$ cat src/rtl/mem_arbiter_pkg.sv
// Shared constants and types for the cache-to-memory arbiter.
package mem_arbiter_pkg;

    localparam logic [1:0] ST_IDLE  = 2'd0;
    localparam logic [1:0] ST_ISSUE = 2'd1;
    localparam logic [1:0] ST_DRAIN = 2'd2;

    localparam logic OWNER_I = 1'b0;
    localparam logic OWNER_D = 1'b1;

    // One in-flight read beat as it travels towards the memory's data return.
    typedef struct packed {
        logic valid;
        logic last;
        logic owner;
    } trk_beat_t;

endpackage

$ cat src/rtl/mem_read_tracker.sv
// Delays read-issue tags by the memory latency so each returning word can be
// routed to the cache that asked for it.
module mem_read_tracker
    import mem_arbiter_pkg::*;
#(
    parameter int MEM_LATENCY = 2
) (
    input  logic clk,
    input  logic rst,
    input  logic issue_valid_i,
    input  logic issue_last_i,
    input  logic issue_owner_i,
    output logic resp_valid_o,
    output logic resp_last_o,
    output logic resp_owner_o
);

    trk_beat_t pipe_q [MEM_LATENCY];

    // NOTE: this pipe is control state, not storage: its valid bits must be
    // cleared on reset or stale reads would be reported afterwards.
    always_ff @(posedge clk) begin
        if (rst) begin
            pipe_q <= '{default: '0};
        end else begin
            pipe_q[0] <= '{valid: issue_valid_i, last: issue_last_i, owner: issue_owner_i};
            for (int i = 1; i < MEM_LATENCY; i++) begin
                pipe_q[i] <= pipe_q[i-1];
            end
        end
    end

    assign resp_valid_o = pipe_q[MEM_LATENCY-1].valid;
    assign resp_last_o  = pipe_q[MEM_LATENCY-1].valid & pipe_q[MEM_LATENCY-1].last;
    assign resp_owner_o = pipe_q[MEM_LATENCY-1].owner;

endmodule

$ cat src/rtl/mem_arbiter.sv
// Serializes I-cache fills and D-cache fills/write-backs into word beats on a
// single pipelined memory port; D has fixed priority over I.
module mem_arbiter
    import mem_arbiter_pkg::*;
#(
    parameter int ADDR_W      = 16,
    parameter int DATA_W      = 16,
    parameter int LINE_WORDS  = 4,
    parameter int MEM_LATENCY = 2
) (
    input  logic                          clk,
    input  logic                          rst,
    input  logic                          i_req_valid,
    input  logic [ADDR_W-1:0]             i_req_addr,
    output logic                          i_req_ready,
    output logic                          i_resp_valid,
    output logic [DATA_W-1:0]             i_resp_data,
    output logic                          i_resp_last,
    input  logic                          d_req_valid,
    input  logic                          d_req_we,
    input  logic [ADDR_W-1:0]             d_req_addr,
    output logic                          d_req_ready,
    output logic                          d_wdata_ready,
    output logic [$clog2(LINE_WORDS)-1:0] d_wbeat,
    input  logic [DATA_W-1:0]             d_wdata,
    output logic                          d_resp_valid,
    output logic [DATA_W-1:0]             d_resp_data,
    output logic                          d_resp_last,
    output logic                          d_wr_done,
    output logic                          mem_en,
    output logic                          mem_we,
    output logic [ADDR_W-1:0]             mem_addr,
    output logic [DATA_W-1:0]             mem_wdata,
    input  logic [DATA_W-1:0]             mem_rdata
);

    localparam int BEAT_W = $clog2(LINE_WORDS);
    localparam int TAG_W  = ADDR_W - BEAT_W;
    localparam logic [BEAT_W-1:0] LAST_BEAT = BEAT_W'(LINE_WORDS - 1);

    logic [1:0]        state_q, state_d;
    logic              owner_q, owner_d;
    logic              we_q, we_d;
    logic [TAG_W-1:0]  tag_q, tag_d;
    logic [BEAT_W-1:0] beat_q, beat_d;
    logic              wr_done_q, wr_done_d;

    logic trk_valid, trk_last, trk_owner;
    logic unused_addr_bits;

    // Word-within-line bits of the request addresses are don't-care.
    assign unused_addr_bits = ^{i_req_addr[BEAT_W-1:0], d_req_addr[BEAT_W-1:0]};

    // NOTE: every output of this block gets a default first, so no path
    // through the case statement can infer a latch.
    always_comb begin
        state_d       = state_q;
        owner_d       = owner_q;
        we_d          = we_q;
        tag_d         = tag_q;
        beat_d        = beat_q;
        wr_done_d     = 1'b0;
        i_req_ready   = 1'b0;
        d_req_ready   = 1'b0;
        d_wdata_ready = 1'b0;
        d_wbeat       = '0;
        mem_en        = 1'b0;
        mem_we        = 1'b0;
        mem_addr      = '0;
        mem_wdata     = '0;

        case (state_q)
            ST_IDLE: begin
                if (!rst && d_req_valid) begin
                    d_req_ready = 1'b1;
                    owner_d     = OWNER_D;
                    we_d        = d_req_we;
                    tag_d       = d_req_addr[ADDR_W-1:BEAT_W];
                    beat_d      = '0;
                    state_d     = ST_ISSUE;
                end else if (!rst && i_req_valid) begin
                    i_req_ready = 1'b1;
                    owner_d     = OWNER_I;
                    we_d        = 1'b0;
                    tag_d       = i_req_addr[ADDR_W-1:BEAT_W];
                    beat_d      = '0;
                    state_d     = ST_ISSUE;
                end
            end

            ST_ISSUE: begin
                // Beat index replaces the low bits, so the line never carries into the tag.
                mem_en   = 1'b1;
                mem_we   = we_q;
                mem_addr = {tag_q, beat_q};
                if (we_q) begin
                    d_wdata_ready = 1'b1;
                    d_wbeat       = beat_q;
                    mem_wdata     = d_wdata;
                end
                beat_d = beat_q + BEAT_W'(1);
                if (beat_q == LAST_BEAT) begin
                    beat_d    = '0;
                    wr_done_d = we_q;
                    state_d   = we_q ? ST_IDLE : ST_DRAIN;
                end
            end

            ST_DRAIN: begin
                if (trk_valid && trk_last) begin
                    state_d = ST_IDLE;
                end
            end

            default: state_d = ST_IDLE;
        endcase
    end

    // NOTE: sequential state uses non-blocking assignments so every register
    // samples its pre-edge next-state value regardless of statement order.
    always_ff @(posedge clk) begin
        if (rst) begin
            state_q   <= ST_IDLE;
            owner_q   <= OWNER_I;
            we_q      <= 1'b0;
            tag_q     <= '0;
            beat_q    <= '0;
            wr_done_q <= 1'b0;
        end else begin
            state_q   <= state_d;
            owner_q   <= owner_d;
            we_q      <= we_d;
            tag_q     <= tag_d;
            beat_q    <= beat_d;
            wr_done_q <= wr_done_d;
        end
    end

    mem_read_tracker #(
        .MEM_LATENCY (MEM_LATENCY)
    ) u_tracker (
        .clk           (clk),
        .rst           (rst),
        .issue_valid_i (state_q == ST_ISSUE && !we_q),
        .issue_last_i  (beat_q == LAST_BEAT),
        .issue_owner_i (owner_q),
        .resp_valid_o  (trk_valid),
        .resp_last_o   (trk_last),
        .resp_owner_o  (trk_owner)
    );

    assign d_wr_done = wr_done_q;

    always_comb begin
        i_resp_valid = trk_valid && (trk_owner == OWNER_I);
        d_resp_valid = trk_valid && (trk_owner == OWNER_D);
        i_resp_last  = i_resp_valid && trk_last;
        d_resp_last  = d_resp_valid && trk_last;
        i_resp_data  = i_resp_valid ? mem_rdata : '0;
        d_resp_data  = d_resp_valid ? mem_rdata : '0;
    end

endmodule

$ cat config.mk
export PLATFORM = sky130hd
export DESIGN_NAME = mem_arbiter
export DESIGN_NICKNAME = d
export VERILOG_FILES = /design/src/rtl/mem_arbiter_pkg.sv /design/src/rtl/mem_read_tracker.sv /design/src/rtl/mem_arbiter.sv
export SDC_FILE = /design/constraint.sdc
export NUM_CORES = 1
export LEC_CHECK = 0
export CORE_UTILIZATION = 35
export CTS_CLUSTER_DIAMETER = 120
export DETAILED_ROUTE_END_ITERATION = 12
export PLACE_DENSITY = 0.94
export SYNTH_ARGS = -nofsm -noshare
export SYNTH_HDL_FRONTEND = slang
export SYNTH_SLANG_ARGS = --single-unit
$ cat constraint.sdc
create_clock -name clk -period 1.75 [get_ports clk]
set_input_delay 0.2625 -clock clk [delete_from_list [all_inputs] [get_ports clk]]
set_output_delay 0.2625 -clock clk [all_outputs]
set_load 0.05 [all_outputs]
## After elaboration in Yosys (flattened, before gate mapping)

Index checks and enable logic that the tools add are counted.

- Output and inout port bits: 76
- Bits in registers: 27
- Bits of input ports: 69
- Logic and storage cells: 71

- Muxes and demuxes: 31
- Bitwise logic cells: 4
- Reductions and logical operators: 17
- Add/subtract/negate cells: 1
- Eq/ne operators: 6

Operators with widths:

| kind | number |
|---|---|
| 16-bit two-way mux | 5 |
| 14-bit two-way mux | 2 |
| 2-bit two-way mux | 10 |
| 1-bit two-way mux | 12 |
| 1-bit logical AND | 8 |
| 2-bit one-hot mux with 3 select lines | 1 |
| 2-bit == test, second input constant | 2 |
| 2-bit one-hot mux with 2 select lines | 1 |
| 2-bit AND reduction | 2 |
| 2-bit nonzero test | 2 |
| 3-bit != test, second input constant | 1 |
| 1-bit NOT | 3 |
| 3-bit AND reduction | 1 |
| 3-bit OR reduction | 1 |
| 2-bit by 1-bit adder with 2-bit output, second input constant | 1 |
| 2-bit by 1-bit == test with 1-bit output, second input constant | 1 |
| 1-bit logical NOT | 2 |
| 2-bit logical NOT | 1 |
| 2-bit by 1-bit != test with 1-bit output, second input constant | 1 |
| 2-bit != test, second input constant | 1 |
| 1-bit AND | 1 |

## Logic depth before layout (Yosys ltp)

Gate-level depths: netlist of the first run.

- Word-level depth: 5
- Mapped depth: 6

## Cells and area by module

From an unflattened synthesis of the first run, not the netlist that was laid out.

- Cells, all modules: 197
- Area total of the unflattened synthesis: 1,760.4 sq um

Modules (own cells, without submodules):

| module | cells each | times used | area an instance (sq um) |
|---|---|---|---|
| mem_arbiter | 184 | 1 | 1,596.5 |
| mem_read_tracker | 13 | 1 | 163.9 |

## Worst setup path after synthesis of the first run

Ideal clock, no wire load.

- Path kind: register to output
- Start point: register state_q[0]
- End point: output port i_req_ready
- Path slack: -286 ps
- Buffers on the path: 0
- Arrival time: 1,774 ps
- Stages on the path, launching flop included: 3
- Data required time: 1,487 ps
- Path through: dfxtp_1 -> or3b_1 -> nor3_1

- Word-level cells in the longest chain between the ends: 2

RTL lines:

| item | line | RTL |
|---|---|---|
| from (decl) | mem_arbiter.sv:41 | `logic [1:0] state_q, state_d;` |
| from (signal assigned) | mem_arbiter.sv:130 | `state_q <= state_d;` |
| 2-bit logical NOT | mem_arbiter.sv:72 | `case (state_q)` |
| 1-bit two-way mux | mem_arbiter.sv:72 |  |
| to (decl) | mem_arbiter.sv:15 | `output logic i_req_ready,` |

No other way between the ends.

## Worst setup path after layout of the first run

- Start point: register state_q[1]
- End point: output port mem_wdata[5]

- Word-level cells in the longest chain between the ends: 2

RTL lines:

| item | line | RTL |
|---|---|---|
| 2-bit by 1-bit == test with 1-bit output | mem_arbiter.sv:72 |  |
| 16-bit two-way mux | mem_arbiter.sv:72 |  |
| to (decl) | mem_arbiter.sv:33 | `output logic [DATA_W-1:0] mem_wdata,` |

No other way between the ends.

==> impl_metrics.yaml, run 1 <==
global_route:
  grt_pass1_vias: 2034
  grt_max_degree: 22
  track_usage: 0.244
  overflow: 0
  antenna_found_initial: 0
  grt_pass1_wl_um: 9940
floorplan:
  ios: 145
  dieWidth_um: 72.1
  core_area_um2: 4720
  dieArea_um2: 5200
  num_rows: 25
  die_y_um: 72.1
  initial_core_util: 0.365
worst_setup_path:
  critical-path-top-delay-family: "simple AND/OR/NAND/NOR gates"
  worstSetupPathType: "reg -> out"
  path_cells: "nand2b_4 -> inv_6 -> buf_12 -> and3_1 -> buf_12"
  crit_path_frequent_cell: "buf_12"
  cp_slowest_cell: "dfxtp_4"
  crit_buf_inv: 3
  cp-start-kind: "flop"
  critPathMaxFanout: 18
  slowest_delay_ns: 0.38
  end_kind: "primary output"
  critPathRequiredTime_ns: 1.49
  worst_ep_arrival_time_ns: 1.47
route:
  wirelength_um: 6390
  dr.pass1.iters: 4
  drt-vias-per-instance: 4.91
  antenna_left: 0
  wl_per_cell_um: 16.0
  first_iter_violations: 47
  via_count: 1965
  drc: 0
clock_network:
  clkTransAtPathRegs_ns: 0.10
  cts_tree: "done"
  root_buffer: "clkbuf_8"
  clk_latency_ns: 0.28
  cts_buffer_depth: 2
  numCtsBuffers: 3
  cts_num_sinks: 27
  htreeDepth: 1
  cts-hold-fix-buffers: 0
sta:
  clock-skew-final_ns: 0.00586
  setup_viol: 0
  setup_slack_ns: 0.0158
  tightest_slew_ns: 0.762
  fin_crit_ns: 1.73
  fmax_mhz: 577
  hold_violations: 0
  fin_crit_sh: 0.991
  rsz0062_at_grt: "true"
  holdWs_ns: 0.446
  relSlewSlack: 0.492
  finalMaxSlewViolations: 0
job:
  drv_cap: 0
placed_design:
  place_congestion: 0.727
  dp_hpwl_um: 4730
  portBuffers: 140
  preCtsSetupSlack_ns: -0.113
synth:
  yosys-top-cells-count: "and3_1, and2_1, dfxtp_1"
  synth_edf_count: 0
  syn_nets: 266
  synth_top_area_frac: 0.314
  synth_seq_area_share: 0.314
  netlist_instances: 196
  synth-warning-count: 0
  ys_ff_latch: 27
  ys_types: 32
  yosys-top-cells-area: "dfxtp_1, and3_1, and2_1"
  yosysTopAreaCell: "dfxtp_1"
  ys_async_sr_fraction: 0
  avgSynthCellArea_um2: 8.78
  synth.cell_area_um2: 1720
  synth_most_common_cell: "and3_1"
  synth_ff_type: "dfxtp_1"
worst_hold_path:
  hold_class: "reg -> reg"
pwr:
  total_power_uw: 1900
  ir_worst_vdd_mv: 0.588
  p_leak_uw: 0.00171
  p_per_area_nw_per_um2: 465
layout:
  layout-drive-gt1-share: 0.393
  fin_nets: 404
  diodes: 0
  area_growth_pct: 137
run_status:
  status: "complete, no violations"
path summary, 6_finish.rpt:
| check | cells past startpoint | slack, ns | end | from |
|---|---|---|---|---|
| max | 5 | 0.02 | mem_wdata[5] | state_q[1] |
| min | 1 | 0.45 | u_tracker.resp_valid_o | u_tracker.pipe_q[5] |
| max reg2reg | 3 | 0.14 | tag_q[12] | state_q[0] |
| min reg2reg | 1 | 0.45 | u_tracker.resp_valid_o | u_tracker.pipe_q[5] |
area by class of cell:
type	instances	area, µm²
clock buffer	3	41.3
clock inverter	1	7.51
fill	220	642
inverter	1	8.76
multi-input combinational	148	1110
sequential	27	547
tap	67	83.8
timing repair buffer	153	2280
registers in the layout (all words and copies together), names as in the netlist:
name,cells
tag_q,14
u_tracker.resp_owner_o,1
u_tracker.resp_valid_o,1
we_q,1
state_q,2
d_wr_done,1
owner_q,1
beat_q,2
u_tracker.pipe_q,4
placed cells by master, fill, tap and decap left out, drive strengths merged:
master	synthesis	final
o22ai	1	1
o211ai	2	2
nand3	1	1
or3	1	1
mux2i	14	14
and2	35	35
nor3	2	2
a21oi	19	19
or2	2	2
nor2	4	4
and3b	1	1
clkbuf	8	3
inv	1	1
buf	12	89
ha	1	1
nand2b	1	1
clkdlybuf4s50	0	63
o21ai	1	1
a211oi	14	14
dlygate4sd2	0	1
or3b	1	1
clkinvlp	0	1
nand2	4	4
and3	36	36
nor2b	6	6
dfxtp	27	27
nand3b	2	2
report_power, final:
group	internal (µW)	switching, µW
clock network	162	210
registers	663	37.4
logic	428	398
cells by family after synthesis:
group                    after synthesis  share of synthesized area
flip-flops                            27                      0.314
adder cells (fa/ha/maj)                1                    0.00727
buffers and inverters                 21                     0.0785
AND/OR/NAND/NOR                       96                      0.347
AO/OA/AOI/OAI                         37                      0.172
multiplexers                          14                     0.0814
metrics by stage:
stage	instances	instance area [µm²]	util	setup TNS [ns]
after global routing	400	4080	0.864	-0.111
after CTS	399	4050	0.856	0
after floorplan	196	1730	-	0
final	400	4080	0.864	0
after detailed placement	394	3930	0.832	-0.834
after global placement	394	3930	0.832	-0.0988
what timing repair did:
action                     CTS  global route
buffers inserted             0             1
pin swaps                    1             1
cloned                       1             0
setup endpoints to repair   35            31
resized for setup           14             7
layer usage:
metal	GRT usage	vias to the layer above	share of wire
li1	-	961	-
met1	0.260	898	0.37
met2	0.476	95	0.54
met3	0.0486	11	0.070
met4	0.0741	0	0.016
met5	0	-	0
Power figures use the tool's default switching activity.
==> run 2: changes to the inputs <==
Settings changed: PLACE_DENSITY 0.94 to 0.93.
==> run 2 against run 1 <==
Against the previous run:
- worst setup slack gained 0.029 ns
- combinational power decreased by 2%
- register-to-register slack is essentially flat
- largest cell class unchanged
==> impl_metrics.yaml, run 2 (synthesis gave the netlist of run 1 again) <==
run_status:
  status: "complete, no violations"
global_route:
  grt.met1_usage: 0.264
  overflow: 0
  met2_usage: 0.450
  grt_max_degree: 28
  grtUsageMet3: 0.0486
  grt_pass1_vias: 2074
  track_usage: 0.239
  antenna_found_initial: 0
  gr-max-usage-layer: "met2"
  grt_pass1_wl_um: 9920
floorplan:
  core_area_um2: 4720
  ios: 145
  initial_core_util: 0.365
  dieWidth_um: 72.1
  dieArea_um2: 5200
  die_y_um: 72.1
  num_rows: 25
pwr:
  total_power_uw: 1870
  p_per_area_nw_per_um2: 463
  p_leak_uw: 0.00172
  ir_worst_vdd_mv: 0.414
sta:
  fin_crit_sh: 0.975
  hold_violations: 0
  relSlewSlack: 0.478
  fmax_mhz: 586
  fin_crit_ns: 1.71
  tightest_slew_ns: 0.782
  final.setup.tns_ns: 0
  clock-skew-final_ns: 0.00385
  rsz0062_at_grt: "true"
  finalMaxSlewViolations: 0
  setup_viol: 0
worst_setup_path:
  cp_slowest_cell: "dfxtp_4"
  path_cells: "nand2b_4 -> inv_2 -> buf_4 -> and3_1 -> buf_12"
  end_kind: "primary output"
  slowest_delay_ns: 0.38
  cp-start-kind: "flop"
  critPathMaxFanout: 12
  worstSetupPathType: "reg -> out"
  worst_ep_arrival_time_ns: 1.44
  critPathRequiredTime_ns: 1.49
placed_design:
  place_congestion: 0.778
  dp_hpwl_um: 5000
  dpl-instance-area_um2: 3950
  portBuffers: 140
  dp_cells: 396
route:
  first_iter_violations: 58
  drt-vias-per-instance: 5.03
  dr.pass1.iters: 4
  antenna_left: 0
  wl_per_cell_um: 15.7
  via_count: 2016
  drc: 0
  wirelength_um: 6300
layout:
  fillCellCount: 226
  finish.instance_area_um2: 4050
  fin_cells: 401
  multi_input_area_um2: 1100
  fin_nets: 405
  reg_top3: "tag_q (14), u_tracker.pipe_q (4)"
  layout-drive-gt1-share: 0.383
  layout_commonest_cell: "buf_12"
  diodes: 0
  largest_reg_flops: 14
  area_growth_pct: 135
  largest_register: "tag_q"
  regArea_um2: 547
  layout_common_cells: "buf_12, clkdlybuf4s50_1, and2_1"
clock_network:
  clkTransAtPathRegs_ns: 0.09
  cts_buffer_depth: 2
  clk_latency_ns: 0.27
  htreeDepth: 1
  numCtsBuffers: 3
  cts_tree: "done"
  cts_num_sinks: 27
  root_buffer: "clkbuf_8"
worst_hold_path:
  hold_class: "reg -> reg"
job:
  drv_cap: 0
## run 2: worst paths after layout
path | slack (ns) | cells past startpoint | to | startpoint
min | 0.46 | 1 | u_tracker.pipe_q[1] | u_tracker.pipe_q[4]
max | 0.04 | 5 | mem_wdata[15] | state_q[1]
min reg2reg | 0.46 | 1 | u_tracker.pipe_q[1] | u_tracker.pipe_q[4]
max reg2reg | 0.14 | 3 | tag_q[7] | state_q[0]
## run 2: stage by stage
stage,setup slack (ns),util,hold slack (ns)
finish,0.0444,0.857,0.459
global route,-0.0127,0.857,0.476
CTS,0.00527,0.851,0.458
detailed placement,-0.192,0.835,0.436
global placement,-0.0529,0.835,0.419
floorplan,0.0410,-,0.414
## run 2: cell type report
cell class | count | share of cell area
clock inverters | 1 | 0.00185
clock buffers | 3 | 0.0102
multi-input cells | 148 | 0.271
well taps | 67 | 0.0207
flip-flops and latches | 27 | 0.135
repair buffers | 154 | 0.560
inverters | 1 | 0.000927
## run 2: what timing repair did
item,4_1_cts,5_1_grt
gates cloned,0,0
hold buffers,0,0
resized for setup,7,8
pin swaps,1,1
endpoints found under the hold margin,0,0
setup buffers,1,0
setup endpoints to repair,37,18
## run 2: report_power, final
group | switching (µW) | internal, µW | leakage (µW)
clock network | 197 | 162 | 0.0000217
registers | 39.6 | 663 | 0.000224
logic | 394 | 418 | 0.00147
## run 2: critical path: cells and delay by family, from the launching register on
family	cells	cell delay (ns)
simple gates	2	0.39
buf+inv	3	0.41
flops	1	0.38
## run 2: layer usage
| layer | vias to the layer above | share of wire | wire (µm) |
|---|---|---|---|
| met5 | - | 0 | 0 |
| met4 | 0 | 0.029 | 185 |
| met3 | 19 | 0.071 | 450 |
| met2 | 99 | 0.53 | 3320 |
| met1 | 933 | 0.37 | 2340 |
| li1 | 965 | - | - |
